**src/rtl/ext_int_ctrl.sv**
```systemverilog
// External interrupt controller: synchronizes request lines, latches rising edges,
// arbitrates by fixed priority and runs the EE/INT take and rfi restore sequence.
module ext_int_ctrl #(
  parameter int          NUM_IRQ   = 4,
  parameter logic [31:0] VEC_BASE  = 32'h0000_0500,
  parameter int          MSR_WIDTH = 32
) (
  input  logic                 clk,
  input  logic                 rst_n,
  input  logic [NUM_IRQ-1:0]   irq,
  input  logic                 ee,
  input  logic [MSR_WIDTH-1:0] msr_rd,
  input  logic [31:0]          pc_next,
  input  logic                 pipe_bnd,
  input  logic                 rfi,
  output logic                 int_o,
  output logic                 vec_valid,
  output logic [31:0]          vec_pc,
  output logic [NUM_IRQ-1:0]   irq_ack,
  output logic [1:0]           irq_id,
  output logic [31:0]          srr0,
  output logic [MSR_WIDTH-1:0] srr1,
  output logic                 msr_wr,
  output logic [MSR_WIDTH-1:0] msr_wd,
  output logic                 busy,
  output logic [1:0]           dbg_state,
  output logic [NUM_IRQ-1:0]   dbg_pend
);

  localparam logic [1:0] IDLE     = 2'd0;
  localparam logic [1:0] WAIT_BND = 2'd1;
  localparam logic [1:0] TAKE     = 2'd2;
  localparam logic [1:0] HANDLER  = 2'd3;

  logic [1:0]         state;
  logic [1:0]         state_nxt;
  logic [NUM_IRQ-1:0] s1;
  logic [NUM_IRQ-1:0] s2;
  logic [NUM_IRQ-1:0] s3;
  logic [NUM_IRQ-1:0] rise;
  logic [NUM_IRQ-1:0] pend;
  logic [1:0]         sel;
  logic [1:0]         sel_q;
  logic               take_go;

  always_ff @(posedge clk or negedge rst_n) begin
    if (!rst_n) begin
      s1 <= '0;
      s2 <= '0;
      s3 <= '0;
    end else begin
      s1 <= irq;
      s2 <= s1;
      s3 <= s2;
    end
  end

  assign rise = s2 & ~s3;

  // A rise landing on the bit being acknowledged keeps it pending.
  always_ff @(posedge clk or negedge rst_n) begin
    if (!rst_n) pend <= '0;
    else        pend <= (pend & ~irq_ack) | rise;
  end

  always_comb begin
    sel = '0;
    for (int i = NUM_IRQ - 1; i >= 0; i--)
      if (pend[i]) sel = 2'(i);
  end

  assign take_go = (state == WAIT_BND) && ee && pipe_bnd;

  always_comb begin
    state_nxt = state;
    case (state)
      IDLE:     if (|pend && ee) state_nxt = WAIT_BND;
      WAIT_BND: if (!ee) state_nxt = IDLE;
                else if (pipe_bnd) state_nxt = TAKE;
      TAKE:     state_nxt = HANDLER;
      HANDLER:  if (rfi) state_nxt = IDLE;
      default:  state_nxt = IDLE;
    endcase
  end

  always_ff @(posedge clk or negedge rst_n) begin
    if (!rst_n) state <= IDLE;
    else        state <= state_nxt;
  end

  // The winner is frozen on entry to TAKE so ack, vector and id all agree.
  always_ff @(posedge clk or negedge rst_n) begin
    if (!rst_n) begin
      sel_q  <= '0;
      vec_pc <= '0;
    end else if (take_go) begin
      sel_q  <= sel;
      vec_pc <= VEC_BASE + {26'd0, sel, 4'd0};
    end
  end

  always_ff @(posedge clk or negedge rst_n) begin
    if (!rst_n) begin
      srr0   <= '0;
      srr1   <= '0;
      irq_id <= '0;
    end else if (state == TAKE) begin
      srr0   <= pc_next;
      srr1   <= msr_rd;
      irq_id <= sel_q;
    end
  end

  // Handshake: int_o/vec_valid/irq_ack pulse for the single TAKE cycle; the MSR
  // block clears EE on int_o. rfi is honoured only in HANDLER, where it produces a
  // same-cycle msr_wr pulse carrying srr1 back to the MSR.
  always_comb begin
    irq_ack = '0;
    if (state == TAKE) irq_ack[sel_q] = 1'b1;
  end

  assign int_o     = (state == TAKE);
  assign vec_valid = (state == TAKE);
  assign msr_wr    = (state == HANDLER) && rfi;
  assign msr_wd    = srr1;
  assign busy      = (state != IDLE);
  assign dbg_state = state;
  assign dbg_pend  = pend;

endmodule

```
**config.mk**
```make
export PLATFORM = sky130hd
export DESIGN_NAME = ext_int_ctrl
export DESIGN_NICKNAME = d
export VERILOG_FILES = /design/src/rtl/ext_int_ctrl.sv
export SDC_FILE = /design/constraint.sdc
export NUM_CORES = 1
export LEC_CHECK = 0
export BUFFER_PORTS_ARGS = -buffer_cell sky130_fd_sc_hd__clkbuf_2
export CAP_MARGIN = 0
export CORE_MARGIN = 4
export CORE_UTILIZATION = 40
export DETAILED_ROUTE_END_ITERATION = 8
export PLACE_DENSITY = 0.74
export SYNTH_ARGS = -nofsm -noshare
export SYNTH_HDL_FRONTEND = slang
export SYNTH_SLANG_ARGS = --single-unit
```
**constraint.sdc**
```tcl
create_clock -name clk -period 3.4 [get_ports clk]
set_input_delay 0 -clock clk [delete_from_list [all_inputs] [get_ports clk]]
set_output_delay 0 -clock clk [all_outputs]
set_load 0.02 [all_outputs]
```
==> summary.md <==
| Metric | Value |
|---|---|
| Sequential share of the synthesized area | `58.7%` |
| Power Total | `4.83 mW` |
| Final setup viols | `0` |
| # diodes | `0` |
| Clock Latency Late Sink | `340 ps` |
| PwrDens | `about 930 nW/um^2` |
| CP endpoint kind | `output port` |
| Drt pass-1 iters | `4` |
| Vias per inst | `4.30` |
| Vias | `3,149` |
| WHS Path Cells | `3` |
| Area grow syn2layout | `41.0%` |
| Worst R2R Path Depth | `4` |
| Hold path start | `pipe_bnd` |
| Clk slew on worst S/H paths | `90 ps` |
| WL/cell | `13.2 um` |
| Kind of critical path | `register to output port` |
| Yosys warnings | `0` |
| Clock sink total | `87` |
| DRC | `0` |
| Die area | `10,900 sq um` |
| Effective utilization at floorplan | `41.9%` |
| Predominant post-synthesis flop cell | `dfrtp_1` |
| FF-to-FF setup slack | `1260 ps` |
| Boundary pin count | `217` |
| First-pass GRT wire length | `16,300 um` |
| Inserted Clock Buffers | `9` |
| Setup TNS | `0 ps` |
| Required time of the critical path | `3400 ps` |
| R2r startpoint | `dbg_state[0]` |
| EDFF count, synth | `0` |
| Reg-to-Reg End | `dbg_pend[3]` |
| Synthesized cell area | `between 3000 and 4000 sq um` |
| Hold Crit Class | `input pin to register` |
| Post-route ant nets | `0` |
| Initial DRC Count | `99` |
| Avg Cell Area, Syn | `slightly above 9 sq um` |
| Worst-Margin Slew | `1060 ps` |
| Detailed Route WL | `9650 um` |
| GRT Residual Overflow | `0` |
| Max cap viols | `0` |
| Die Wd | `between 100 and 150 um` |
| CTS Root Cell | `clkbuf_8` |
| Core area | `around 8800 sq um` |
| CTS tree | `done` |
| CP Launch Type | `register` |
| Ys async rst share | `100%` |
| Final hold violations | `0` |
| Row Count | `34` |
| Skew final | `~16 ps` |
| # H-tree levels | `3` |
| Distinct cells, synth | `23` |
| Post-CTS setup buffer count | `0` |
| Register area | `2180 sq um` |
| Most common cell in the netlist | `nand2_1` |
| Max Transition Viols Final | `0` |
| Multi-input gate area | `slightly above 1000 sq um` |
| Peak supply drop | `0.466 mV` |
| Cells after Synth | `398` |
| Die height | `between 100 and 150 um` |
| Status | `complete, no violations` |
| Post-cts sizing count | `0` |
| Share of layout cells above drive strength 1 | `between 30% and 40%` |
| Pin count of the biggest net entering global routing | `just under 90` |
| Vias in the first global route | `3,319` |
| Critical Path Fanout Max | `68` |
| Slew HR | `29.4%` |
| Area leader, netlist | `dfrtp_1` |
| Filler Cell Count | `approximately 740` |
| Top area cells in the synthesized netlist | `dfrtp_1 (59%), nand2_1 (21%), buf_4 (13%)` |
| Peak Freq | `0.404 GHz` |
| Synthesis-stage register bit count | `87` |
| Longest Clk Path Bufs | `2` |
| Hpwl dp | `slightly above 6000 um` |
| Lkg Pwr | `3.02 nW` |
| Synth cell count leaders | `nand2_1 (203), dfrtp_1 (87), buf_4 (66)` |
| Overall fraction of global-route tracks in use | `between 10% and 20%` |
| Final Cycle Share | `72.7%` |
| Period minus WS final | `2470 ps` |
| Gpl congestion | `between 0.7 and 0.8` |
| Initial antenna violation count | `0` |
| Worst EP arrival | `2470 ps` |
| Fin nets | `~690` |
| Buffers added on ports | `188` |
| Share of the synthesized area in the top cell type | `58.7%` |
| Unrepaired setup endpoints after global routing | `no` |
[final cells by class]
| class | instances | area share [%] |
|---|---|---|
| clock buffer | 10 | 2.44 |
| tap | 108 | 2.59 |
| clock inverter | 6 | 1.29 |
| timing repair buffer | 261 | 32.0 |
| multi-input combinational | 253 | 19.4 |
| inverter | 8 | 0.623 |
| sequential | 87 | 41.7 |
[critical path, cell delays in order (launching register included)]
cell and delay (ps):
dfrtp_1 450, nand2b_2 510, inv_4 640, and3_1 280
clkbuf_2 190
[where the power goes]
part / internal (mW) / switching (mW)
Combinational: 0.736 / 1.61
Sequential: 1.46 / 0.316
Clock: 0.344 / 0.366
Total: 2.54 / 2.29
[stage by stage]
step | worst slack (ps) | instances | hold slack [ps] | util, % | area, sq um
floorplan | 1680 | 425 | -296 | - | 3810
global placement | 1330 | 645 | 110 | 48.7 | 4310
detailed placement | 1290 | 645 | 110 | 48.7 | 4310
CTS | 903 | 733 | 46.4 | 59.0 | 5220
global route | 705 | 733 | 66.3 | 59.0 | 5220
finish | 927 | 733 | 71.1 | 59.0 | 5220
[what timing repair did]
action,CTS,global route
setup endpoints to repair,0,0
endpoints found under the hold margin,157,0
hold buffers,72,0
[worst max path at each step]
stage                  endpoint  depth (start not counted)          from  slack, ps
floorplan           dbg_pend[2]                          4  dbg_state[0]       1680
global placement    dbg_pend[3]                          4  dbg_state[0]       1330
detailed placement  dbg_pend[3]                          4  dbg_state[0]       1290
CTS                  irq_ack[3]                          4  dbg_state[0]        900
global route         irq_ack[3]                          4  dbg_state[0]        700
finish               irq_ack[3]                          4  dbg_state[0]        930
[flip-flops by register name (all words and copies together) (netlist names), named ones only]
register,flops
s2,4
vec_pc,2
dbg_pend,4
msr_wd,32
irq_id,2
s1,4
sel_q,1
s3,4
srr0,32
dbg_state,1
[kinds of logic (layout without fill, tap and decap cells)]
logic type             Yosys count  after routing  share of synthesized area [%]
AO/OA/AOI/OAI                    9              9                           1.55
AND/OR/NAND/NOR                216            216                           22.9
buffers and inverters           85            285                           16.7
other                            1             28                          0.101
flip-flops                      87             87                           58.7
[placed cells by master (no fill, tap or decap)]
master         instances
nand2_1              203
clkbuf_2             187
dfrtp_1               87
dlygate4sd3_1         72
conb_1                28
clkbuf_8               9
inv_1                  7
o22ai_1                3
nand3b_1               2
nor2_1                 2
o21ai_0                2
and3_1                 2
clkinvlp_4             2
inv_6                  2
buf_4                  2
nand2b_2               1
inv_4                  1
nor3b_1                1
nor3_2                 1
or2_2                  1
nor3_1                 1
a22oi_1                1
nand4b_1               1
nand2b_1               1
o41ai_1                1
a21oi_1                1
o31ai_1                1
bufinv_16              1
clkbuf_1               1
clkinv_2               1
[metal layers]
layer  wire length, um  GRT usage [%]  vias up
met5                 0              0        -
met4               191           6.93        0
met3               664           5.03       18
met2              5030           33.1      141
met1              3760           20.3     1427
li1                  -              -     1563
Power figures use the tool's default switching activity.
